## src/rtl/hbridge_ramp_ctrl.sv

```systemverilog
// Command sequencer for a locked-anti-phase H-bridge: ramps hi-time toward commanded targets in bounded steps.
// Optional build macro HBRIDGE_RAMP_CTRL_FAULT_LATCH_EN makes FAULT sticky until i_fault_clr.
module hbridge_ramp_ctrl #(
    parameter int DWID = 32
) (
    input  logic            clk,
    input  logic            rst,
    input  logic            i_cmd_valid,
    output logic            o_cmd_ready,
    input  logic [DWID-1:0] i_cmd_target,
    input  logic            i_cmd_stop,
    input  logic [DWID-1:0] i_period,
    input  logic [DWID-1:0] i_step,
    input  logic [DWID-1:0] i_step_interval,
    input  logic            i_fault,
    input  logic            i_fault_clr,
    output logic            o_enable,
    output logic [DWID-1:0] o_period,
    output logic [DWID-1:0] o_hi_time,
    output logic [1:0]      o_state,
    output logic            o_at_target,
    output logic            o_fault
);

    typedef enum logic [1:0] {
        S_IDLE  = 2'd0,
        S_RAMP  = 2'd1,
        S_HOLD  = 2'd2,
        S_FAULT = 2'd3
    } state_t;

    state_t          r_state, w_state_nx;
    logic            r_enable, w_enable_nx;
    logic [DWID-1:0] r_period, w_period_nx;
    logic [DWID-1:0] r_hi_time, w_hi_time_nx;
    logic [DWID-1:0] r_target, w_target_nx;
    logic            r_stop_pending, w_stop_pending_nx;
    logic [DWID-1:0] r_tick_cnt, w_tick_cnt_nx;

    logic            w_accept;
    logic [DWID-1:0] w_mid;
    logic [DWID-1:0] w_new_mid;
    logic [DWID-1:0] w_cmd_target;
    logic [DWID-1:0] w_step;
    logic [DWID-1:0] w_interval;
    logic            w_tick;
    logic [DWID:0]   w_up;
    logic [DWID:0]   w_gap_dn;
    logic [DWID-1:0] w_hi_stepped;

    // Handshake: a command transfers on any edge where i_cmd_valid && o_cmd_ready;
    // ready is a pure decode of state and drops only while in FAULT.
    assign o_cmd_ready = (r_state != S_FAULT);
    assign w_accept    = i_cmd_valid && o_cmd_ready;

    assign w_mid        = r_period >> 1;
    assign w_new_mid    = i_period >> 1;
    assign w_cmd_target = i_cmd_stop ? w_new_mid :
                          ((i_cmd_target < i_period) ? i_cmd_target : i_period);
    assign w_step       = (i_step == '0) ? DWID'(1) : i_step;
    assign w_interval   = (i_step_interval == '0) ? DWID'(1) : i_step_interval;
    assign w_tick       = (r_tick_cnt >= (w_interval - DWID'(1)));

    // One extra bit keeps the step arithmetic from wrapping near 0 or all-ones.
    assign w_up     = {1'b0, r_hi_time} + {1'b0, w_step};
    assign w_gap_dn = {1'b0, r_hi_time} - {1'b0, r_target};

    always_comb begin
        w_hi_stepped = r_target;
        if (r_hi_time < r_target) begin
            if (w_up < {1'b0, r_target}) w_hi_stepped = w_up[DWID-1:0];
        end else if (r_hi_time > r_target) begin
            if (w_gap_dn > {1'b0, w_step}) w_hi_stepped = r_hi_time - w_step;
        end
    end

    always_comb begin
        w_state_nx        = r_state;
        w_enable_nx       = r_enable;
        w_period_nx       = r_period;
        w_hi_time_nx      = r_hi_time;
        w_target_nx       = r_target;
        w_stop_pending_nx = r_stop_pending;
        w_tick_cnt_nx     = r_tick_cnt;
        if (i_fault) begin
            w_state_nx        = S_FAULT;
            w_enable_nx       = 1'b0;
            w_hi_time_nx      = w_mid;
            w_target_nx       = '0;
            w_stop_pending_nx = 1'b0;
            w_tick_cnt_nx     = '0;
        end else begin
            case (r_state)
                S_IDLE: begin
                    w_enable_nx  = 1'b0;
                    w_period_nx  = i_period;
                    w_hi_time_nx = w_new_mid;
                    if (w_accept && !i_cmd_stop) begin
                        w_state_nx        = S_RAMP;
                        w_enable_nx       = 1'b1;
                        w_target_nx       = w_cmd_target;
                        w_stop_pending_nx = 1'b0;
                        w_tick_cnt_nx     = '0;
                    end
                end
                S_RAMP, S_HOLD: begin
                    if (w_accept) begin
                        // A new command drops any tick due on this edge.
                        w_state_nx        = S_RAMP;
                        w_period_nx       = i_period;
                        w_target_nx       = w_cmd_target;
                        w_stop_pending_nx = i_cmd_stop;
                        w_tick_cnt_nx     = '0;
                    end else if (r_state == S_RAMP) begin
                        if (w_tick) begin
                            w_tick_cnt_nx = '0;
                            w_hi_time_nx  = w_hi_stepped;
                            if (w_hi_stepped == r_target) begin
                                if (r_stop_pending) begin
                                    w_state_nx        = S_IDLE;
                                    w_enable_nx       = 1'b0;
                                    w_stop_pending_nx = 1'b0;
                                end else begin
                                    w_state_nx = S_HOLD;
                                end
                            end
                        end else begin
                            w_tick_cnt_nx = r_tick_cnt + DWID'(1);
                        end
                    end
                end
                default: begin
`ifdef HBRIDGE_RAMP_CTRL_FAULT_LATCH_EN
                    if (i_fault_clr) w_state_nx = S_IDLE;
`else
                    w_state_nx = S_IDLE;
`endif
                end
            endcase
        end
    end

`ifndef HBRIDGE_RAMP_CTRL_FAULT_LATCH_EN
    logic w_unused_fault_clr;
    assign w_unused_fault_clr = i_fault_clr;
`endif

    always_ff @(posedge clk) begin
        if (!rst) begin
            r_state        <= S_IDLE;
            r_enable       <= 1'b0;
            r_period       <= '0;
            r_hi_time      <= '0;
            r_target       <= '0;
            r_stop_pending <= 1'b0;
            r_tick_cnt     <= '0;
        end else begin
            r_state        <= w_state_nx;
            r_enable       <= w_enable_nx;
            r_period       <= w_period_nx;
            r_hi_time      <= w_hi_time_nx;
            r_target       <= w_target_nx;
            r_stop_pending <= w_stop_pending_nx;
            r_tick_cnt     <= w_tick_cnt_nx;
        end
    end

    assign o_enable    = r_enable;
    assign o_period    = r_period;
    assign o_hi_time   = r_hi_time;
    assign o_state     = r_state;
    assign o_at_target = (r_state == S_HOLD);
    assign o_fault     = (r_state == S_FAULT);

endmodule

```

## config.mk

```make
export PLATFORM = sky130hd
export DESIGN_NAME = hbridge_ramp_ctrl
export DESIGN_NICKNAME = d
export VERILOG_FILES = /design/src/rtl/hbridge_ramp_ctrl.sv
export SDC_FILE = /design/constraint.sdc
export NUM_CORES = 1
export LEC_CHECK = 0
export CORE_MARGIN = 3
export CORE_UTILIZATION = 59
export CTS_CLUSTER_DIAMETER = 200
export CTS_CLUSTER_SIZE = 10
export DETAILED_ROUTE_END_ITERATION = 16
export PLACE_DENSITY_LB_ADDON = 0.12
export SLEW_MARGIN = 20
export SYNTH_ARGS = -nofsm -noshare
export SYNTH_HDL_FRONTEND = slang
export SYNTH_SLANG_ARGS = --single-unit
```

## constraint.sdc

```tcl
create_clock -name clk -period 7.2 [get_ports clk]
set_input_delay 0.72 -clock clk [delete_from_list [all_inputs] [get_ports clk]]
set_output_delay 0.72 -clock clk [all_outputs]
set_load 0.1 [all_outputs]
```

# After elaboration in Yosys (flattened, before gate mapping)
# Index checks and enable logic that the tools add are counted.
[op_classes]
reduce_logical = 18
mux = 44
add_sub_neg = 5
bitwise = 2
eq_ne = 22
n_lt_le_gt_ge = 6
[ops]
columns = ["op", "count"]
rows = [
  ["32-bit 2-to-1 mux", 18],
  ["32-bit case mux with 2 select lines", 4],
  ["32-bit logical NOT", 2],
  ["32-bit less-than comparator", 2],
  ["32-bit by 32-bit adder with 33-bit output", 1],
  ["33-bit by 32-bit greater-than comparator with 1-bit output", 1],
  ["33-bit by 32-bit less-than comparator with 1-bit output", 1],
  ["32-bit by 32-bit subtractor with 33-bit output", 1],
  ["32-bit by 1-bit adder with 32-bit output (second input constant)", 1],
  ["32-bit == test", 1],
  ["32-bit >= comparator", 1],
  ["32-bit greater-than comparator", 1],
  ["32-bit by 1-bit subtractor with 32-bit output (second input constant)", 1],
  ["32-bit subtractor", 1],
  ["31-bit 2-to-1 mux", 1],
  ["3-bit != test (second input constant)", 7],
  ["2-bit != test (second input constant)", 8],
  ["2-bit 2-to-1 mux", 7],
  ["4-bit != test (second input constant)", 3],
  ["4-bit AND reduction", 3],
  ["1-bit 2-to-1 mux", 11],
  ["3-bit AND reduction", 3],
  ["6-bit AND reduction", 1],
  ["5-bit AND reduction", 1],
  ["other kinds (11)", 16],
]
[totals]
ff_bits = 132
wordCells = 105
in_bits = 134

# Longest topological paths before layout
[logic_depth]
depth_word = 13
mapped_depth = 30
ltp_nobuf = 28

# Least setup slack after synthesis
# No wires, ideal clock.
[synth_timing]
path_type = "reg-to-reg"
startpoint = "register r_hi_time[2], in the netlist o_hi_time[2]"
endpoint = "register r_state[1], in the netlist o_state[1]"
slack_ns = 0.941
required_ns = 7.119
t_arrival_ns = 6.179
stages_incl_launch_ff = 26
path_cell_list = "dfxtp_1 -> ha_1 -> nor2b_1 -> o21ai_0 -> nand2b_1 -> a211oi_1 -> o21ai_0 -> a21o_1 -> a21o_1 -> a21o_1 -> a21o_1 -> a21o_1 -> xor2_1 -> ha_1 -> a21oi_1 -> o21ai_0 -> o21bai_1 -> a2111o_1 -> o21ai_0 -> o21ai_0 -> o21bai_1 -> or3_1 -> o211ai_1 -> a211o_1 -> or4_4 -> o221ai_2"
[synth_between]
elab_chain_cells = 8
elab_cells_between_ends = 14
cone_classes = "add/sub: 3; order compare: 4; eq/ne: 2; mux: 4; reduce/logical: 1"
[synth_lines]
columns = ["element", "line_no", "text"]
rows = [
  ["start, declared", "35", "logic [DWID-1:0] r_hi_time, w_hi_time_nx;"],
  ["start signal, assigned", "161", "r_hi_time <= w_hi_time_nx;"],
  ["32-bit by 32-bit subtractor with 33-bit output", "66", "assign w_gap_dn = {1'b0, r_hi_time} - {1'b0, r_target};"],
  ["33-bit by 32-bit greater-than comparator with 1-bit output", "73", "if (w_gap_dn > {1'b0, w_step}) w_hi_stepped = r_hi_time - w_step;"],
  ["32-bit 2-to-1 mux", "73", ""],
  ["32-bit 2-to-1 mux", "72", "end else if (r_hi_time > r_target) begin"],
  ["32-bit 2-to-1 mux *", "70", "if (r_hi_time < r_target) begin"],
  ["32-bit == test *", "118", "if (w_hi_stepped == r_target) begin"],
  ["4-bit != test (no line) *", "n/a", ""],
  ["4-bit AND reduction (no line) *", "n/a", ""],
  ["end signal, assigned", "158", "r_state <= w_state_nx;"],
  ["end, declared", "32", "state_t r_state, w_state_nx;"],
]
# Every way passes the cells marked *; elsewhere a longest branch is shown, timed or not.
# A chain may end at the register's enable or synchronous reset.

# Worst setup path in the final report
[layout_timing]
startpoint = "register r_target[16]"
endpoint = "register r_state[0], in the netlist o_state[0]"
[layout_between]
elab_chain_cells = 8
elab_cells_between_ends = 12
cone_classes = "add/sub: 1; order compare: 4; eq/ne: 2; mux: 4; reduce/logical: 1"
[layout_lines]
columns = ["element", "line_no", "text"]
rows = [
  ["start, declared", "36", "logic [DWID-1:0] r_target, w_target_nx;"],
  ["start signal, assigned", "162", "r_target <= w_target_nx;"],
  ["32-bit by 32-bit subtractor with 33-bit output", "66", ""],
  ["33-bit by 32-bit greater-than comparator with 1-bit output", "73", ""],
  ["32-bit 2-to-1 mux", "73", ""],
  ["32-bit 2-to-1 mux", "72", ""],
  ["32-bit 2-to-1 mux", "70", ""],
  ["32-bit == test *", "118", ""],
  ["4-bit != test (no line) *", "n/a", ""],
  ["4-bit AND reduction (no line) *", "n/a", ""],
]
# Marks and branches as above.

==> results.sh <==
export IMPL_status="finished, final reports clean"
export IMPL_max_freq_mhz=145.4
export IMPL_synth_cell_area_um2=17050
export IMPL_drive_gt1_share_pct=9.447
export IMPL_synthMuxAreaShare_pct=2.429
export IMPL_grt_max_degree=64
export IMPL_drcViolationCount=0
export IMPL_cts_tree="built"
export IMPL_grt_usage_pct=42.18
export IMPL_rsz0062_at_grt="false"
export IMPL_fin_cells=2929
export IMPL_grt_pass1_wl_um=102900
export IMPL_start_kind="register"
export IMPL_drv_cap=0
export IMPL_first_pass_iters=6
export IMPL_async_reset_ff_share_pct=0
export IMPL_p_sw_mw=4.018
export IMPL_p_clk_share_pct=12.0
export IMPL_grt_pass1_vias=18470
export IMPL_synth_avg_cell_area_um2=7.409
export IMPL_die_area_um2=30970
export IMPL_clockBufferDepth=2
export IMPL_num_nets_final=2903
export IMPL_cts_made_buffers=17
export IMPL_synth_xor_xnor_area_share_pct=10.11
export IMPL_fin_area_um2=20810
export IMPL_gr_total_overflow=0
export IMPL_required_ps=7540
export IMPL_placed_area_um2=20180
export IMPL_syn2layout_area_growth_pct=22.08
export IMPL_synth_simple_area_share_pct=19.63
export IMPL_yosys_register_bits=132
export IMPL_die_w_um=176.0
export IMPL_tightest_slew_ps=1056
export IMPL_min_path_cells=2
export IMPL_synth_distinct_cells=86
export IMPL_cts_htree_levels=4
export IMPL_drtIter0Drc=2657
export IMPL_synth_adder_area_share_pct=17.09
export IMPL_maxSlewHeadroom_pct=28.68
export IMPL_synth_edf_count=0
export IMPL_dp_cells=2897
export IMPL_clock_latency_ps=450
export IMPL_final_max_slew_viol_count=0
export IMPL_cp_max_fo=8
export IMPL_clk_pin_slew_ps=70
export IMPL_fp_dieH_um=176.0
export IMPL_initial_core_util_pct=60.53
export IMPL_vias=19760
export IMPL_leakage_nw=8.752
export IMPL_postCtsSetupBuffers=0
export IMPL_antenna_found_initial=3
export IMPL_port_buffers=202
export IMPL_setup_slack_ps=320.3
export IMPL_finClkSkew_ps=16.54
export IMPL_synth_ff_type="dfxtp_1"
export IMPL_comb_power_share_pct=74.9
export IMPL_crit_slowest_cell="dfxtp_1"
export IMPL_worst_endpoint_arrival_ps=7220
export IMPL_dp_hpwl_um=54770
export IMPL_endpoint_kind="register"
export IMPL_p_int_mw=3.468
export IMPL_post_route_period_util_pct=95.55
export IMPL_seq_area_frac_synth_pct=15.50
export IMPL_clockRootBuffer="clkbuf_16"
export IMPL_critical_path_class="reg2reg"
export IMPL_reg2reg_depth=29
export IMPL_placementRows=61
export IMPL_critPathMaxStageDelay_ps=540
export IMPL_ant_nets=0
export IMPL_synth_compound_area_share_pct=28.62
export IMPL_gp_congestion=1.064
export IMPL_ioPinCount=204
export IMPL_core_um2=28160
export IMPL_wl_um=67960
export IMPL_diodes=0
export IMPL_swShare_pct=53.68
export IMPL_syn_nets=2666
export IMPL_synth_cells=2301
export IMPL_hold_viol=0
export IMPL_pwr_share_seq_pct=13.1
export IMPL_setup_viol=0
export IMPL_post_place_ws_ps=-468.9
export IMPL_numClockSinks=132
export IMPL_synth_top_family_by_area="compound AO/OA/AOI/OAI gates"
export IMPL_period_needed_ps=6880
export IMPL_routedWlPerCell_um=23.20
export IMPL_ir_worst_vdd_mv=0.2457
export IMPL_hp_class="reg2reg"
export IMPL_p_per_area_nw_per_um2=359.7
export IMPL_ys_warn_count=0
export IMPL_vias_per_cell=6.747
## power by group through the flow
stage | registers [mW] | clock network, mW | logic [mW]
after floorplan | 1.35 | 0 | 3.31
after global placement | 0.969 | 0 | 5.25
after detailed placement | 0.974 | 0 | 5.36
after CTS | 0.959 | 0.894 | 5.41
after global routing | 0.978 | 0.926 | 5.99
final | 0.980 | 0.897 | 5.61
## registers in the layout, indices dropped and copies added (netlist names)
register and flops:
r_tick_cnt 32, r_stop_pending 1, o_enable 1, o_period 32, o_state 2, r_target 32
o_hi_time 32
## layer usage
layer | routed length, µm | GRT usage, % | vias up
li1 | - | - | 8916
met5 | 107 | 1.763 | -
met2 | 27230 | 59.44 | 1446
met4 | 2186 | 13.66 | 6
met3 | 10760 | 14.86 | 153
met1 | 27680 | 59.62 | 9242
## critical path, delay by kind of cell, from the launching register on
kind	cells	cell delay (ps)
AO/OA/AOI/OAI	14	2860
AND/OR/NAND/NOR	9	1820
adder cells (fa/ha/maj)	2	800
buffers and inverters	3	580
flip-flops	1	540
XOR/XNOR	1	170
## cells by family after synthesis
group           after synthesis
xor+xnor                    189
flops                       132
simple gates                691
buf+inv                     291
mux                          41
fa+ha+maj                   231
compound gates              726
## final timing paths
path | from | to | slack [ps]
max | r_target[16]$_SDFFE_PP0P_ | o_state[0]$_SDFFE_PN0P_ | 320
min | o_period[0]$_SDFFE_PN0P_ | o_period[0]$_SDFFE_PN0P_ | 470
max reg2reg | r_target[16]$_SDFFE_PP0P_ | o_state[0]$_SDFFE_PN0P_ | 320
min reg2reg | o_period[0]$_SDFFE_PN0P_ | o_period[0]$_SDFFE_PN0P_ | 470
## metrics by stage
| step | TNS, ps | utilization, % | power (mW) | hold WS, ps |
|---|---|---|---|---|
| floorplan | 0 | - | 4.662 | 481.7 |
| global placement | -3903 | 71.65 | 6.223 | 444.1 |
| detailed placement | -11690 | 71.65 | 6.333 | 460.1 |
| CTS | 0 | 73.78 | 7.264 | 473.7 |
| global route | 0 | 73.89 | 7.890 | 502.7 |
| finish | 0 | 73.89 | 7.486 | 469.5 |
## synth_stat cells (38+ instances only)
cell type	count	area share (%)
nor3_1	52	1.5
xor2_1	46	2.4
a22oi_1	39	1.7
nor2_1	165	3.6
nor4_1	40	1.5
ha_1	228	17
inv_1	150	3.3
xnor2_1	138	7.1
mux2i_1	38	2.2
clkbuf_1	121	2.7
a21o_1	64	2.8
o221ai_1	41	2.1
a21oi_1	194	5.7
o211ai_1	41	1.8
nand3_1	49	1.4
nand2_1	204	4.5
dfxtp_1	132	16
o21ai_0	125	3.7
## area by class of cell
cell class	instances	area [µm²]
clock buffer	18	439.2
clock inverter	14	153.9
inverter	153	574.3
timing repair buffer	356	3194
multi-input combinational	1878	13330
tap	378	473.0
sequential	132	2643
fill	2196	7352
## layout by cell type (no fill, tap or decap), types with 125 or more instances in the layout
| master | synthesis | routed |
|---|---|---|
| o21ai_0 | 125 | 125 |
| dfxtp_1 | 132 | 132 |
| buf_4 | 4 | 152 |
| inv_1 | 150 | 150 |
| xnor2_1 | 138 | 138 |
| a21oi_1 | 194 | 193 |
| clkdlybuf4s50_1 | 0 | 202 |
| nor2_1 | 165 | 164 |
| ha_1 | 228 | 227 |
| nand2_1 | 204 | 204 |
## what timing repair did
action / in CTS / in global routing
pin swaps: 0 / 2
gates resized for setup: 1 / 7
setup endpoints to repair: 6 / 33
hold buffers: 0 / 0
Note: power is estimated with default switching activity, not from simulation.
